`src/rtl/bcd_seven_seg_scanner_pkg.sv`:
```
// Shared display constants and types for the multiplexed BCD seven-segment scanner.
// Segment patterns are active-low in {g,f,e,d,c,b,a} order.
package bcd_seven_seg_scanner_pkg;

  localparam int BCD_W   = 4;
  localparam int NUM_DIG = 4;
  localparam int SEG_W   = 7;

  localparam logic [SEG_W-1:0] SEG_0     = 7'h40;
  localparam logic [SEG_W-1:0] SEG_1     = 7'h79;
  localparam logic [SEG_W-1:0] SEG_2     = 7'h24;
  localparam logic [SEG_W-1:0] SEG_3     = 7'h30;
  localparam logic [SEG_W-1:0] SEG_4     = 7'h19;
  localparam logic [SEG_W-1:0] SEG_5     = 7'h12;
  localparam logic [SEG_W-1:0] SEG_6     = 7'h02;
  localparam logic [SEG_W-1:0] SEG_7     = 7'h78;
  localparam logic [SEG_W-1:0] SEG_8     = 7'h00;
  localparam logic [SEG_W-1:0] SEG_9     = 7'h10;
  localparam logic [SEG_W-1:0] SEG_DASH  = 7'h3F;
  localparam logic [SEG_W-1:0] SEG_BLANK = 7'h7F;

  // One complete display image: four digits plus their decimal points.
  typedef struct packed {
    logic [NUM_DIG-1:0]            dp;
    logic [NUM_DIG-1:0][BCD_W-1:0] dig;
  } disp_t;

  function automatic logic is_zero(input logic [BCD_W-1:0] d);
    return (d == '0);
  endfunction

endpackage

```
`src/rtl/bcd_seven_seg_scanner_dec.sv`:
```
// Combinational BCD to active-low seven-segment decoder; codes above 9 show a dash.
module bcd_to_seven_seg
  import bcd_seven_seg_scanner_pkg::*;
(
  input  logic [BCD_W-1:0] i_bcd,
  output logic [SEG_W-1:0] o_seg
);

  always_comb begin
    o_seg = SEG_DASH;
    case (i_bcd)
      4'd0: o_seg = SEG_0;
      4'd1: o_seg = SEG_1;
      4'd2: o_seg = SEG_2;
      4'd3: o_seg = SEG_3;
      4'd4: o_seg = SEG_4;
      4'd5: o_seg = SEG_5;
      4'd6: o_seg = SEG_6;
      4'd7: o_seg = SEG_7;
      4'd8: o_seg = SEG_8;
      4'd9: o_seg = SEG_9;
      default: o_seg = SEG_DASH;
    endcase
  end

endmodule

```
`src/rtl/bcd_seven_seg_scanner.sv`:
```
// Four-digit multiplexed seven-segment scanner with frame-synchronous double buffering
// and optional leading-zero blanking. Display outputs are registered (1-cycle latency).
module bcd_seven_seg_scanner
  import bcd_seven_seg_scanner_pkg::*;
#(
  parameter int DIV      = 50000,
  parameter bit BLANK_LZ = 1'b1
)(
  input  logic             clk,
  input  logic             rst_n,
  input  logic             load,
  input  logic [BCD_W-1:0] ones,
  input  logic [BCD_W-1:0] tens,
  input  logic [BCD_W-1:0] hundreds,
  input  logic [BCD_W-1:0] thousands,
  input  logic [3:0]       dp_en,
  output logic [3:0]       an,
  output logic [SEG_W-1:0] seg,
  output logic             dp,
  output logic             pending,
  output logic             frame_tick
);

  localparam int PW = (DIV > 2) ? $clog2(DIV) : 1;

  logic [PW-1:0]    r_presc;
  logic [1:0]       r_idx;
  disp_t            r_shadow;
  disp_t            r_disp;
  logic             r_pending;
  logic             r_frame_tick;
  logic [3:0]       r_an;
  logic [SEG_W-1:0] r_seg;
  logic             r_dp;

  logic             w_tick;
  logic             w_frame;
  disp_t            w_in;
  logic [3:0]       w_blank;
  logic [BCD_W-1:0] w_cur;
  logic [SEG_W-1:0] w_seg;

  assign w_tick  = (r_presc == PW'(DIV - 1));
  assign w_frame = w_tick && (r_idx == 2'd3);

  assign w_in.dp  = dp_en;
  assign w_in.dig = {thousands, hundreds, tens, ones};

  always_ff @(posedge clk) begin
    if (!rst_n) begin
      r_presc      <= '0;
      r_idx        <= '0;
      r_frame_tick <= 1'b0;
    end else begin
      r_presc      <= w_tick ? '0 : r_presc + 1'b1;
      r_idx        <= w_tick ? r_idx + 2'd1 : r_idx;
      r_frame_tick <= w_frame;
    end
  end

  // A load on the boundary bypasses the shadow so it is never left pending.
  always_ff @(posedge clk) begin
    if (!rst_n) begin
      r_shadow  <= '0;
      r_disp    <= '0;
      r_pending <= 1'b0;
    end else if (load && w_frame) begin
      r_disp    <= w_in;
      r_pending <= 1'b0;
    end else if (load) begin
      r_shadow  <= w_in;
      r_pending <= 1'b1;
    end else if (w_frame && r_pending) begin
      r_disp    <= r_shadow;
      r_pending <= 1'b0;
    end
  end

  // Blanking cascades down from thousands; invalid codes count as nonzero.
  assign w_blank[3] = BLANK_LZ && is_zero(r_disp.dig[3]);
  assign w_blank[2] = w_blank[3] && is_zero(r_disp.dig[2]);
  assign w_blank[1] = w_blank[2] && is_zero(r_disp.dig[1]);
  assign w_blank[0] = 1'b0;

  assign w_cur = r_disp.dig[r_idx];

  bcd_to_seven_seg u_dec (
    .i_bcd (w_cur),
    .o_seg (w_seg)
  );

  always_ff @(posedge clk) begin
    if (!rst_n) begin
      r_an  <= 4'b1111;
      r_seg <= SEG_BLANK;
      r_dp  <= 1'b1;
    end else if (w_blank[r_idx]) begin
      r_an  <= 4'b1111;
      r_seg <= SEG_BLANK;
      r_dp  <= 1'b1;
    end else begin
      r_an  <= ~(4'b0001 << r_idx);
      r_seg <= w_seg;
      r_dp  <= ~r_disp.dp[r_idx];
    end
  end

  assign an         = r_an;
  assign seg        = r_seg;
  assign dp         = r_dp;
  assign pending    = r_pending;
  assign frame_tick = r_frame_tick;

endmodule

```
`config.mk`:
```
export PLATFORM = sky130hd
export DESIGN_NAME = bcd_seven_seg_scanner
export DESIGN_NICKNAME = d
export VERILOG_FILES = /design/src/rtl/bcd_seven_seg_scanner_pkg.sv /design/src/rtl/bcd_seven_seg_scanner_dec.sv /design/src/rtl/bcd_seven_seg_scanner.sv
export SDC_FILE = /design/constraint.sdc
export NUM_CORES = 1
export LEC_CHECK = 0
export BUFFER_PORTS_ARGS = -buffer_cell sky130_fd_sc_hd__buf_2
export CAP_MARGIN = 20
export CORE_MARGIN = 4
export CORE_UTILIZATION = 39
export CTS_BUF_LIST = sky130_fd_sc_hd__clkbuf_4 sky130_fd_sc_hd__clkbuf_8
export CTS_CLUSTER_DIAMETER = 60
export DETAILED_ROUTE_END_ITERATION = 16
export PLACE_DENSITY = 0.66
export SYNTH_ARGS = -nofsm -noshare
export SYNTH_HDL_FRONTEND = slang
export SYNTH_SLANG_ARGS = --single-unit
```
`constraint.sdc`:
```
create_clock -name clk -period 1.85 [get_ports clk]
set_input_delay 0.37 -clock clk [delete_from_list [all_inputs] [get_ports clk]]
set_output_delay 0.37 -clock clk [all_outputs]
set_load 0.01 [all_outputs]
```
==> results by group, run 1 <==
Yosys
  • Netlist cell types: 44
  • Seq/Total Area, Yosys: 43.85%
  • Post-synth ARST share: 0%
  • Syn Nets: 388
  • Post-Synthesis Cells: 355
  • Syn_area_per_cell: 9.259 um2
  • Synth Cell Area: 3287 um2
  • Yosys reg bits: 72
  • Top_reg_cell synth: dfxtp_1
  • Yosys warnings: 0
  • EDFF count, synth: 0

Global routing
  • Overflow after GRT: 0
  • Initial antenna violation count: 0
  • First-pass GRT wire length: 12450 um
  • Largest net degree at the start of global routing: 45
  • All-Layer GR Usage: 15.45%
  • Number of global-route vias before repair: 2642

Clock tree
  • CTS tree: done
  • Clock Latency Late Sink: 0.35 ns
  • # clock sinks: 72
  • TritonCTS Buffers: 9
  • Clock Tree Root: clkbuf_8
  • CTS HTree Levels: 3
  • Bufs on Longest Clock Path: 2
  • Clock Pin Slew Worst Setup and Hold Paths: 0.07 ns
  • CTS Hold Bufs: 0

Power and ir drop
  • Part of the power in the clock network: 41.3%
  • Switching share of power: 23.16%
  • Comb pwr share: 7.6%
  • Seq pwr share: 51.1%
  • Switching pwr: 0.0007305 W
  • Internal Pwr Total: 0.002423 W
  • Worst vdd ir: 0.0003766 V
  • Power per cell area: 761.5 nW/um2
  • Lkg Pwr: 1.677 nW

Route
  • Drt total wl: 7668 um
  • Wire length on met3: 482 um
  • Detailed-route via count: 2793
  • Vias/cell: 5.310
  • DRC Markers: 0
  • Metal-1 WL: 3534 um
  • Top Metal Used: met4
  • Initial DRC count: 154
  • TritonRoute pass-1 iters: 4
  • Wire length on met2: 3575 um
  • Final ANT Viol Nets: 0
  • DR WL/cell: 14.58 um

Cells and area
  • FILL cells: 782
  • Area growth, synth to finish: 26.00%
  • Most common cell after layout, fill and taps aside: nand2_1
  • Most frequent cells in the layout: nand2_1 (72), dfxtp_1 (69), buf_2 (36), buf_4 (34), mux2i_1 (21)
  • # diodes: 0
  • Layout cells sized above 1: 28.03%
  • Fin nets: 449

STA
  • Period utilization: 105.3%
  • Clk_skew: 0.01373 ns
  • Final Max Slew Viols: 0
  • Final Hold Fails: 0
  • Endpoints failing setup: 28
  • Setup TNS: -1.734 ns
  • RSZ-0062 raised after global routing: yes
  • Rel. slew slack: 73.27%
  • Min setup slack post-route: -0.09846 ns
  • Worst Tran Pin Value: 0.4009 ns
  • F_max: 0.5132 GHz
  • Worst hold margin: 0.2792 ns
  • Crit path time final: 1.948 ns

Critical path
  • CP Capture Type: register
  • WP data arrival: 2.16 ns
  • CP Max Fanout: 20
  • CP startpoint: r_presc[10]
  • Crit Path Category: register to register
  • Worst setup SP type: register
  • Reg-to-Reg Start: r_presc[10]
  • Critical Path RT: 2.07 ns

Placement
  • Routability congestion estimate: 0.8175
  • DP HPWL: 5195 um
  • Port bufs: 36

Die
  • Initial Util: 40.00%
  • Die height: 99.81 um
  • Die Wd: 99.81 um
  • Num rows: 33
  • Core Area: 8217 um2
  • IO Pins: 37
  • DIE AREA: 9961 um2

Flow run
  • Maxcap violations: 0

Min path
  • Min-Delay Path Class: input port to register
  • Hold path start: tens[3]

Status
  • Violated checks: setup timing
  • Status: finished, violations left
## cell families after synthesis
family | synth area share, %
AO/OA/AOI/OAI | 14.08
XOR/XNOR | 3.198
adder cells (fa/ha/maj) | 3.807
buffers and inverters | 5.101
flip-flops | 43.85
multiplexers | 10.47
AND/OR/NAND/NOR | 19.49
## synthesized netlist by cell type (all sizes together), types with 3 or more instances
library cell,n,area [um2]
nand3,11,55.05
o22ai,3,18.77
mux4,5,112.6
xnor2,5,43.79
a22oi,17,127.6
nand2,73,274.0
a21oi,8,40.04
dfxtp,72,1441
o21ai,6,30.03
xor2,7,61.31
nand4,5,31.28
mux2i,22,220.2
inv,10,37.54
nor3,3,15.01
clkbuf,20,75.07
nor2,19,71.32
buf,8,55.05
and3,4,26.28
or4,6,53.80
o32ai,17,163.9
ha,10,125.1
o211ai,6,45.04
## through the flow
| step | total power, W | area [um2] | setup WS, ns | instances | utilization (%) |
|---|---|---|---|---|---|
| finish | 0.003154 | 4141 | -0.09846 | 526 | 50.40 |
| global route | 0.003270 | 4141 | -0.1447 | 526 | 50.40 |
| CTS | 0.003171 | 4011 | -0.09584 | 521 | 48.82 |
| detailed placement | 0.001865 | 3794 | -0.08387 | 504 | 46.17 |
| global placement | 0.001857 | 3794 | -0.05384 | 504 | 46.17 |
| floorplan | 0.001778 | 3289 | -0.05869 | 355 | - |
## worst max-delay path, cell delays in order (launching register included)
cell and delay, ns:
dfxtp_2 0.32, or4_4 0.53, or4_4 0.46, nor3b_4 0.24, buf_12 0.19, o32ai_1 0.08
## registers in the layout, indices dropped and copies added, names as in the netlist
signal,cells
r_disp,20
r_shadow,20
r_presc,16
seg,7
an,4
r_idx,2
dp,1
frame_tick,1
pending,1
## power by group through the flow
| stage | sequential, W | combinational, W | clock [W] |
|---|---|---|---|
| detailed placement | 0.00165 | 0.000217 | 0 |
| global route | 0.00161 | 0.000266 | 0.00139 |
| finish | 0.00161 | 0.000240 | 0.00130 |
| floorplan | 0.00165 | 0.000128 | 0 |
| CTS | 0.00161 | 0.000218 | 0.00134 |
| global placement | 0.00165 | 0.000211 | 0 |
## layout make-up
class	instances	area (um2)	share of cell area, %
multi-input cells	245	1717	41.45
flip-flops and latches	72	1448	34.95
repair buffers	78	601.8	14.53
clock buffers	13	166.4	4.018
well taps	105	131.4	3.172
clock inverters	3	40.04	0.9668
inverters	10	37.54	0.9063
## routing by layer
| layer | vias up | track usage, % |
|---|---|---|
| met1 | 1315 | 20.75 |
| met5 | - | 0 |
| met2 | 85 | 23.04 |
| met3 | 7 | 5.142 |
| met4 | 0 | 5.882 |
| li1 | 1386 | - |
## what timing repair did
item	CTS	global route
gates resized for setup	2	9
cloned	0	3
endpoints found under the hold margin	0	0
endpoints found under the setup margin	57	60
setup buffers	1	2
pin swaps	0	2
## worst paths after layout
path	to	cells after the start	slack [ns]
hold reg to reg	r_shadow[10]	2	0.46
setup / recovery	r_disp[0]	5	-0.1
setup reg to reg	r_disp[0]	5	-0.1
hold / removal	r_shadow[7]	3	0.28
(Power assumes the default switching activity.)
==> run 2, diff against run 1 <==
Settings changed: CORE_ASPECT_RATIO set to 1.25, SYNTH_HIERARCHICAL set to 1.
==> results by group, run 2 <==
Die
  • Die height: 111.6 um (+12%)
  • Core Area: 8287 um2 (+0.85%)
  • Die Wd: 90.89 um (-8.9%)
  • IO Pins: 37 (unchanged)
  • DIE AREA: 10140 um2 (+1.8%)
  • Initial Util: 40.42% (+0.42 points)
  • Num rows: 37 (+12%)

STA
  • Period utilization: 106.0% (+0.69 points)
  • Rel. slew slack: 73.72% (+0.45 points)
  • Worst Tran Pin Value: 0.3942 ns (-0.006693 ns)
  • Final Hold Fails: 0 (unchanged)
  • Final Max Slew Viols: 0 (unchanged)
  • Min setup slack post-route: -0.1112 ns (-0.01279 ns)
  • Clk_skew: 0.01183 ns (-0.001900 ns)
  • Worst hold margin: 0.2783 ns (-0.0009020 ns)
  • RSZ-0062 raised after global routing: yes
  • Setup TNS: -2.419 ns (-0.6847 ns)
  • F_max: 0.5099 GHz (-0.65%)
  • Crit path time final: 1.961 ns (+0.01279 ns)
  • Endpoints failing setup: 41 (+46%)

Critical path
  • CP peak stage delay: 0.59 ns (+0.06 ns)
  • Worst Path Buf+Inv: 1 (unchanged)
  • Crit Path Category: register to register
  • Worst path slowest cell: or4_4
  • Delay-heaviest family, CP: simple AND/OR/NAND/NOR gates
  • CP Capture Type: register
  • CP Max Fanout: 10 (-50%)
  • WP data arrival: 2.22 ns (+0.06 ns)
  • Critical Path RT: 2.10 ns (+0.03 ns)
  • Crit-path cells: or4b_4 > or4_4 > buf_4 > o32ai_2
  • Worst setup SP type: register

Cells and area
  • Multi-input logic area: 1792 um2 (+4.4%)
  • FILL cells: 762 (-2.6%)
  • Top Registers: r_disp x20, r_shadow x20, r_presc x16
  • Fin nets: 459 (+2.2%)
  • Layout cells sized above 1: 31.32% (+3.3 points)
  • Area growth, synth to finish: 25.51%
  • Reg area: 1448 um2 (unchanged)
  • Most frequent cells in the layout: dfxtp_1 (69), nand2_1 (63), buf_2 (36), buf_4 (36), nor2_1 (28)
  • # diodes: 0 (unchanged)
  • Most common cell after layout, fill and taps aside: dfxtp_1

Yosys
  • Share of the synthesized area in the top cell type: 43.03% (-0.82 points)
  • Most common cell in the netlist: dfxtp_1
  • Top_reg_cell synth: dfxtp_1
  • Yosys top cell by area: dfxtp_1
  • Seq/Total Area, Yosys: 43.03% (-0.82 points)
  • Synth cell count leaders: dfxtp_1 (72), nand2_1 (63), nor2_1 (28)
  • Post-synth ARST share: 0% (unchanged)
  • Syn Nets: 402 (+3.6%)
  • Post-Synthesis Cells: 369 (+3.9%)
  • Synth Cell Area: 3349 um2 (+1.9%)
  • Yosys reg bits: 72 (unchanged)
  • Top post-synthesis cells by area: dfxtp_1 (43%), o32ai_2 (7.3%), nand2_1 (7.1%)
  • Syn_area_per_cell: 9.077 um2 (-2.0%)
  • EDFF count, synth: 0 (unchanged)
  • Netlist cell types: 41 (-6.8%)
  • Yosys warnings: 6 (+6)

Global routing
  • Overflow after GRT: 0 (unchanged)
  • Initial antenna violation count: 0 (unchanged)
  • Largest net degree at the start of global routing: 28 (-38%)
  • Number of global-route vias before repair: 2663 (+0.79%)
  • First-pass GRT wire length: 12320 um (-1.1%)
  • All-Layer GR Usage: 14.99% (-0.46 points)

Route
  • Initial DRC count: 229 (+49%)
  • Vias/cell: 5.256 (-1.0%)
  • Drt total wl: 7195 um (-6.2%)
  • DRC Markers: 0 (unchanged)
  • Detailed-route via count: 2775 (-0.64%)
  • Final ANT Viol Nets: 0 (unchanged)
  • TritonRoute pass-1 iters: 4 (unchanged)
  • DR WL/cell: 13.63 um (-6.5%)

Power and ir drop
  • Switching pwr: 0.0007198 W (-1.5%)
  • Tot Pwr: 0.003457 W (+9.6%)
  • Switching share of power: 20.82% (-2.3 points)
  • Seq pwr share: 46.4% (-4.7 points)
  • Part of the power in the clock network: 47.2% (+5.9 points)
  • Lkg Pwr: 1.606 nW (-4.2%)
  • Power per cell area: 822.2 nW/um2 (+8.0%)
  • Internal Pwr Total: 0.002737 W (+13%)
  • Worst vdd ir: 0.0004307 V (+14%)
  • Comb pwr share: 6.3% (-1.3 points)

Clock tree
  • CTS HTree Levels: 3 (unchanged)
  • CTS tree: done
  • Bufs on Longest Clock Path: 2 (unchanged)
  • Clock Latency Late Sink: 0.35 ns (about the same)
  • Clock Pin Slew Worst Setup and Hold Paths: 0.08 ns (about the same)
  • Clock Tree Root: clkbuf_8
  • # clock sinks: 72 (unchanged)
  • TritonCTS Buffers: 9 (unchanged)

Min path
  • Min-Delay Path Class: input port to register

Status
  • Status: finished, violations left
  • Violated checks: setup timing

Flow run
  • Maxcap violations: 0 (unchanged)

Placement
  • Port bufs: 36 (unchanged)
  • Routability congestion estimate: 0.8530 (+4.3%)
  • DP HPWL: 5125 um (-1.3%)
run 2: cell count changes in the layout (fill, tap and decap cells not counted), moves of 6 or more:
cell and delta:
xnor2_1 +6, nor4_1 +6, mux2i_1 -20, o32ai_2 +13
nor2_1 +9, nand2_1 -9, nand3_1 +10, nand2b_1 +8
a21oi_1 +14, o32ai_1 -13
run 2: timing repair:
item,in CTS,in global routing
buffers inserted,2,0
pin swaps,0,4
gates resized for setup,7,10
hold buffers,0,0
setup endpoints to repair,50,48
endpoints found under the hold margin,0,0
run 2: per-stage QoR:
step | util (%) | std cells | area (um2) | setup slack [ns]
floorplan | - | 369 | 3379 | -0.1050
global placement | 46.43 | 510 | 3847 | -0.07956
detailed placement | 46.43 | 510 | 3847 | -0.1165
global route | 50.73 | 528 | 4204 | -0.1670
CTS | 50.26 | 528 | 4165 | -0.1194
finish | 50.73 | 528 | 4204 | -0.1112
run 2: path summary, 6_finish.rpt:
path,from,endpoint,slack [ns],cells after the start
worst max register to register,r_presc[12],r_disp[5],-0.11,4
worst min register to register,r_shadow[16],r_shadow[16],0.46,2
worst max-delay path,r_presc[12],r_disp[5],-0.11,4
worst min-delay path,thousands[1],r_shadow[13],0.28,3
run 2: power by group through the flow:
stage | sequential [W] | combinational (W) | clock, W
2_1_floorplan | 0.00164 | 0.000125 | 0
3_3_place_gp | 0.00164 | 0.000213 | 0
3_5_place_dp | 0.00164 | 0.000218 | 0
5_1_grt | 0.00161 | 0.000244 | 0.00175
6_report | 0.00161 | 0.000219 | 0.00163
4_1_cts | 0.00161 | 0.000221 | 0.00167
run 2: cell type report:
class	instances	area share [%]
well taps	97	2.887
clock buffers	10	3.274
flip-flops and latches	72	34.43
multi-input cells	257	42.62
repair buffers	77	12.89
inverters	9	0.8036
clock inverters	6	3.095
run 2: worst min-delay path, cell delays in order:
cell and delay (ns):
buf_2 0.11, nand3_2 0.05, a21oi_1 0.05
run 2: metal layers:
layer / global-route usage [%] / vias up / wire length (um) / share of wire (%)
li1: - / 1405 / - / -
met1: 18.57 / 1300 / 3154 / 44
met2: 24.64 / 57 / 3544 / 49
met3: 4.054 / 13 / 345 / 4.8
met4: 6.137 / 0 / 150 / 2.1
met5: 0 / - / 0 / 0
run 2: logic make-up after synthesis:
group	Yosys count	synth area share, %
AND/OR/NAND/NOR	157	22.30
flip-flops	72	43.03
AO/OA/AOI/OAI	69	17.26
buffers and inverters	40	6.089
XOR/XNOR	15	3.922
adder cells (fa/ha/maj)	10	3.736
multiplexers	6	3.661
